$ cat src/rtl/hamming_rx_frame_ctrl.sv
// Serial Hamming(7,4) receive framer: collects 7-bit codewords, corrects single-bit
// errors, queues decoded nibbles in a small FIFO and tracks link error statistics.
module hamming_rx_frame_ctrl #(
  parameter int CNT_W = 8,
  parameter int DEPTH = 2
) (
  input  logic             clk,
  input  logic             reset,
  input  logic             in_bit,
  input  logic             in_valid,
  output logic             in_ready,
  input  logic             sof,
  output logic [3:0]       out_data,
  output logic             out_corrected,
  output logic             out_valid,
  input  logic             out_ready,
  output logic [CNT_W-1:0] err_count,
  output logic             frame_err,
  input  logic             clr_count,
  output logic             busy
);

  localparam int PTR_W = (DEPTH > 1) ? $clog2(DEPTH) : 1;
  localparam logic [PTR_W:0] DEPTH_C = (PTR_W + 1)'(DEPTH);

  typedef enum logic [1:0] {IDLE, COLLECT, DECODE, STALL} state_e;

  state_e             state_q, state_d;
  logic [2:0]         cnt_q, cnt_d;
  logic [6:0]         shreg_q, shreg_d;
  logic [4:0]         mem_q [DEPTH];
  logic [4:0]         mem_d [DEPTH];
  logic [PTR_W-1:0]   wr_ptr_q, wr_ptr_d;
  logic [PTR_W-1:0]   rd_ptr_q, rd_ptr_d;
  logic [PTR_W:0]     fill_q, fill_d;
  logic [CNT_W-1:0]   err_q, err_d;
  logic               frame_err_q, frame_err_d;

  logic               accept;
  logic               pop;
  logic               push;
  logic               pending;
  logic [2:0]         syndrome;
  logic [6:0]         flip;
  logic [6:0]         fixed;
  logic [4:0]         entry;

  assign accept  = in_valid & in_ready;
  assign pop     = out_valid & out_ready;
  assign pending = (state_q == DECODE) || (state_q == STALL);
  assign push    = pending && ((fill_q < DEPTH_C) || pop);

  always_ff @(posedge clk or negedge reset) begin
    if (!reset) begin
      state_q <= IDLE;
    end else begin
      state_q <= state_d;
    end
  end

  always_comb begin
    state_d = state_q;
    case (state_q)
      IDLE:    if (accept) state_d = COLLECT;
      COLLECT: if (accept && !sof && (cnt_q == 3'd6)) state_d = DECODE;
      DECODE,
      STALL:   state_d = push ? IDLE : STALL;
      default: state_d = IDLE;
    endcase
  end

  always_comb begin
    in_ready = (state_q == IDLE) || (state_q == COLLECT);
    busy     = (state_q != IDLE);
  end

  // Syndrome value names the flipped position by its parity-check column.
  always_comb begin
    syndrome = {shreg_q[2] ^ shreg_q[4] ^ shreg_q[5] ^ shreg_q[6],
                shreg_q[1] ^ shreg_q[3] ^ shreg_q[4] ^ shreg_q[5],
                shreg_q[0] ^ shreg_q[3] ^ shreg_q[5] ^ shreg_q[6]};
    flip = 7'b0000000;
    case (syndrome)
      3'b001:  flip = 7'b0000001;
      3'b010:  flip = 7'b0000010;
      3'b100:  flip = 7'b0000100;
      3'b011:  flip = 7'b0001000;
      3'b110:  flip = 7'b0010000;
      3'b111:  flip = 7'b0100000;
      3'b101:  flip = 7'b1000000;
      default: flip = 7'b0000000;
    endcase
    fixed = shreg_q ^ flip;
    entry = {(syndrome != 3'b000), fixed[6:3]};
  end

  // A sof mid-word restarts the count; older bits simply shift out of the register.
  always_comb begin
    shreg_d     = shreg_q;
    cnt_d       = cnt_q;
    err_d       = err_q;
    frame_err_d = frame_err_q;
    if (accept) begin
      shreg_d = {shreg_q[5:0], in_bit};
      if ((state_q == IDLE) || sof) begin
        cnt_d = 3'd1;
      end else begin
        cnt_d = cnt_q + 3'd1;
      end
      if (sof && (state_q == COLLECT)) begin
        frame_err_d = 1'b1;
      end
    end
    if (push) begin
      cnt_d = 3'd0;
      if (entry[4] && (err_q != {CNT_W{1'b1}})) begin
        err_d = err_q + 1'b1;
      end
    end
    if (clr_count) begin
      err_d       = '0;
      frame_err_d = 1'b0;
    end
  end

  always_comb begin
    mem_d    = mem_q;
    wr_ptr_d = wr_ptr_q;
    rd_ptr_d = rd_ptr_q;
    fill_d   = fill_q;
    if (push) begin
      mem_d[wr_ptr_q] = entry;
      wr_ptr_d        = wr_ptr_q + 1'b1;
    end
    if (pop) begin
      rd_ptr_d = rd_ptr_q + 1'b1;
    end
    case ({push, pop})
      2'b10:   fill_d = fill_q + 1'b1;
      2'b01:   fill_d = fill_q - 1'b1;
      default: fill_d = fill_q;
    endcase
  end

  always_ff @(posedge clk or negedge reset) begin
    if (!reset) begin
      shreg_q     <= '0;
      cnt_q       <= '0;
      mem_q       <= '{default: '0};
      wr_ptr_q    <= '0;
      rd_ptr_q    <= '0;
      fill_q      <= '0;
      err_q       <= '0;
      frame_err_q <= 1'b0;
    end else begin
      shreg_q     <= shreg_d;
      cnt_q       <= cnt_d;
      mem_q       <= mem_d;
      wr_ptr_q    <= wr_ptr_d;
      rd_ptr_q    <= rd_ptr_d;
      fill_q      <= fill_d;
      err_q       <= err_d;
      frame_err_q <= frame_err_d;
    end
  end

  assign out_valid     = (fill_q != '0);
  assign out_data      = mem_q[rd_ptr_q][3:0];
  assign out_corrected = mem_q[rd_ptr_q][4];
  assign err_count     = err_q;
  assign frame_err     = frame_err_q;

endmodule

$ cat config.mk
export PLATFORM = sky130hd
export DESIGN_NAME = hamming_rx_frame_ctrl
export DESIGN_NICKNAME = d
export VERILOG_FILES = /design/src/rtl/hamming_rx_frame_ctrl.sv
export SDC_FILE = /design/constraint.sdc
export NUM_CORES = 1
export LEC_CHECK = 0
export BUFFER_PORTS_ARGS = -buffer_cell sky130_fd_sc_hd__buf_2
export CORE_MARGIN = 2
export CORE_UTILIZATION = 50
export CTS_CLUSTER_DIAMETER = 60
export DETAILED_ROUTE_END_ITERATION = 16
export PLACE_DENSITY_LB_ADDON = 0.2
export SLEW_MARGIN = 30
export SYNTH_ARGS = -nofsm -noshare
export SYNTH_HDL_FRONTEND = slang
export SYNTH_SLANG_ARGS = --single-unit
export TNS_END_PERCENT = 50
$ cat constraint.sdc
create_clock -name clk -period 2.2 [get_ports clk]
set_input_delay 0.44 -clock clk [delete_from_list [all_inputs] [get_ports clk]]
set_output_delay 0.44 -clock clk [all_outputs]
set_load 0.05 [all_outputs]
==> results.toml <==
[critical_path]
crit_arrival_ns = 2.14
path_class = "reg2reg"
cp.depth = 5
cpLargestDelayFamily = "XOR/XNOR gates"
worstSetupEndpointType = "register"
crit_chain = "xnor3_2 -> xnor2_4 -> a21oi_4 -> nor4_1 -> mux2_2"
path_buf_inv = 0
r2r-end = "err_count[5]"
rr_worst_depth = 5
startpoint_type = "register"
crit_fanout = 15
worst-r2r-setup-slack_ns = 0.22
timing.rr.start = "shreg_q[4]"
crit_required_ns = 2.36
slowest_delay_ns = 0.48
cp_slowest_cell = "dfrtp_1"

[floorplan]
core_area_um2 = 3633
die_area_um2 = 4273
die_w_um = 65.37
ios = 24
die_y_um = 65.37
num_rows = 22
start_util_pct = 51.83

[cts]
cts_tree = "built"
cts_htree_levels = 2
clk_latency_ns = 0.28
postCtsSetupBuffers = 0
path_clk_slew_ns = 0.07
ctsRootBufferMaster = "clkbuf_8"
cts_sinks = 35
cts_max_path_buffers = 2
hold_buffers = 0
ctsResizeCount = 0
cts_buffers = 5

[drt]
antenna_left = 0
dr.first_iter.drc_count = 42
wl_mm = 3.529
dr.pass1.iters = 4
route.detailed.drc = 0
vias_per_cell = 5.598
wl_per_cell_um = 13.89
via_count = 1422

[final_layout]
mostFrequentLayoutCells = "dfrtp_1, buf_2, nor2_1"
antennaDiodeCount = 0
n_fill_cell = 317
drive_gt1_share_pct = 26.21
nets = 216
syn2layout_area_growth_pct = 13.42
final_common_cell = "dfrtp_1"

[sta]
period_share_pct = 90.08
fmax_mhz = 504.6
period_needed_ns = 1.982
worst_pin_slew_ns = 0.7977
relSlewSlack_pct = 46.59
setup_viol = 0
hold_viol = 0
rsz0062_at_grt = "no"
clock_skew_ns = 0.005961
fin_tns_setup_ns = 0
slew_violations = 0

[yosys]
yosys-top-cells-area = "dfrtp_1, mux2_2, xnor2_1"
syn_avg_cell_area_um2 = 10.40
synthSimpleGateAreaFrac_pct = 16.21
ys.flop_type = "dfrtp_1"
synthXorXnorAreaFrac_pct = 8.306
synth_top_family_by_area = "simple AND/OR/NAND/NOR gates"
netlist_area_um2 = 1883
synth_edf_count = 0
ys_warn_count = 0
synth.ff_latch_count = 35
synth_fp_nets = 192
synth_top_area_share_pct = 46.51
async_flop_share_pct = 100.0
synth_mux_area_share_pct = 10.03
synth_compound_area_share_pct = 12.29
yosys.cell_types.count = 41
synth_cells = 181
yosysTopAreaCell = "dfrtp_1"
yosysSeqAreaShare_pct = 46.51
synth_fa_ha_area_share_pct = 2.658

[global_route]
groute.usage.overall_pct = 19.07
antenna_found_initial = 0
grt-ovfl-total = 0
grt_pass1_wl_mm = 6.251
grt_max_degree = 36
grt_pass1_vias = 1351

[place]
gp_congestion = 0.8568
post-dp-hpwl_mm = 2.499
io_buffer_count = 23

[worst_hold_path]
hold_class = "in2async"

[job]
max_cap_viol_count = 0

[status]
outcome = "finished, final reports clean"
per-stage QoR:
stage / util (%) / instances / hold slack, ns / area [um2] / worst slack, ns
after detailed placement: 55.82 / 246 / 0.4742 / 2028 / 0.2031
after global placement: 55.82 / 246 / 0.4557 / 2028 / 0.2311
final: 58.78 / 254 / 0.2235 / 2136 / 0.2183
after global routing: 58.78 / 254 / 0.2897 / 2136 / 0.07113
after CTS: 58.57 / 254 / 0.2494 / 2128 / 0.1825
after floorplan: - / 181 / 0.1444 / 1883 / 0.1945
worst max-delay path by stage:
stage / start / slack, ns / endpoint
after floorplan: err_count[0] / 0.19 / err_count[5]
after global placement: shreg_q[1] / 0.23 / err_count[5]
after detailed placement: shreg_q[6] / 0.20 / err_count[5]
after CTS: shreg_q[6] / 0.18 / err_count[5]
after global routing: err_count[0] / 0.07 / err_count[5]
final: shreg_q[4] / 0.22 / err_count[5]
synthesized netlist by cell type (2+ instances only):
cell type	instances
dfrtp_1	35
nor2_1	16
mux2_2	15
a21oi_1	12
nand3_1	12
nand2_1	8
o21ai_0	8
clkbuf_1	7
xnor2_1	7
inv_1	5
o31ai_1	5
xor2_1	5
ha_1	4
nand2b_1	4
or4_1	4
a22oi_1	2
a31oi_1	2
and2_1	2
and3_1	2
mux2i_1	2
nor4_1	2
o211ai_1	2
or3_1	2
flip-flops by register name, summed over array words and instances (netlist names):
signal / count
state_q: 2
fill_q: 2
wr_ptr_q: 1
rd_ptr_q: 1
err_count: 8
cnt_q: 3
mem_q: 10
shreg_q: 7
frame_err: 1
kinds of logic after synthesis:
| family | after synthesis |
|---|---|
| and+or+nand+nor | 59 |
| AOI/OAI and AO/OA | 37 |
| DFF | 35 |
| muxes | 17 |
| buffers and inverters | 15 |
| xor gates and xnor gates | 14 |
| adders and majority gates | 4 |
cell type report:
class | instances | area (um2) | area share [%]
Clock buffer | 8 | 100.1 | 4.687
Inverter | 6 | 22.52 | 1.054
Tap cell | 48 | 60.06 | 2.812
Timing Repair Buffer | 26 | 137.6 | 6.444
Multi-Input combinational cell | 131 | 939.7 | 44.00
Sequential cell | 35 | 875.8 | 41.01
routing by layer:
layer / wire, um / GRT usage (%) / share of wire, %
met1: 1706 / 27.55 / 48
met2: 1642 / 28.19 / 47
met3: 157 / 4.110 / 4.4
met4: 23 / 7.031 / 0.65
met5: 0 / 0 / 0
Power is not shown: default switching activity piles up to over one toggle a cycle in this logic, so the estimate is an artifact.
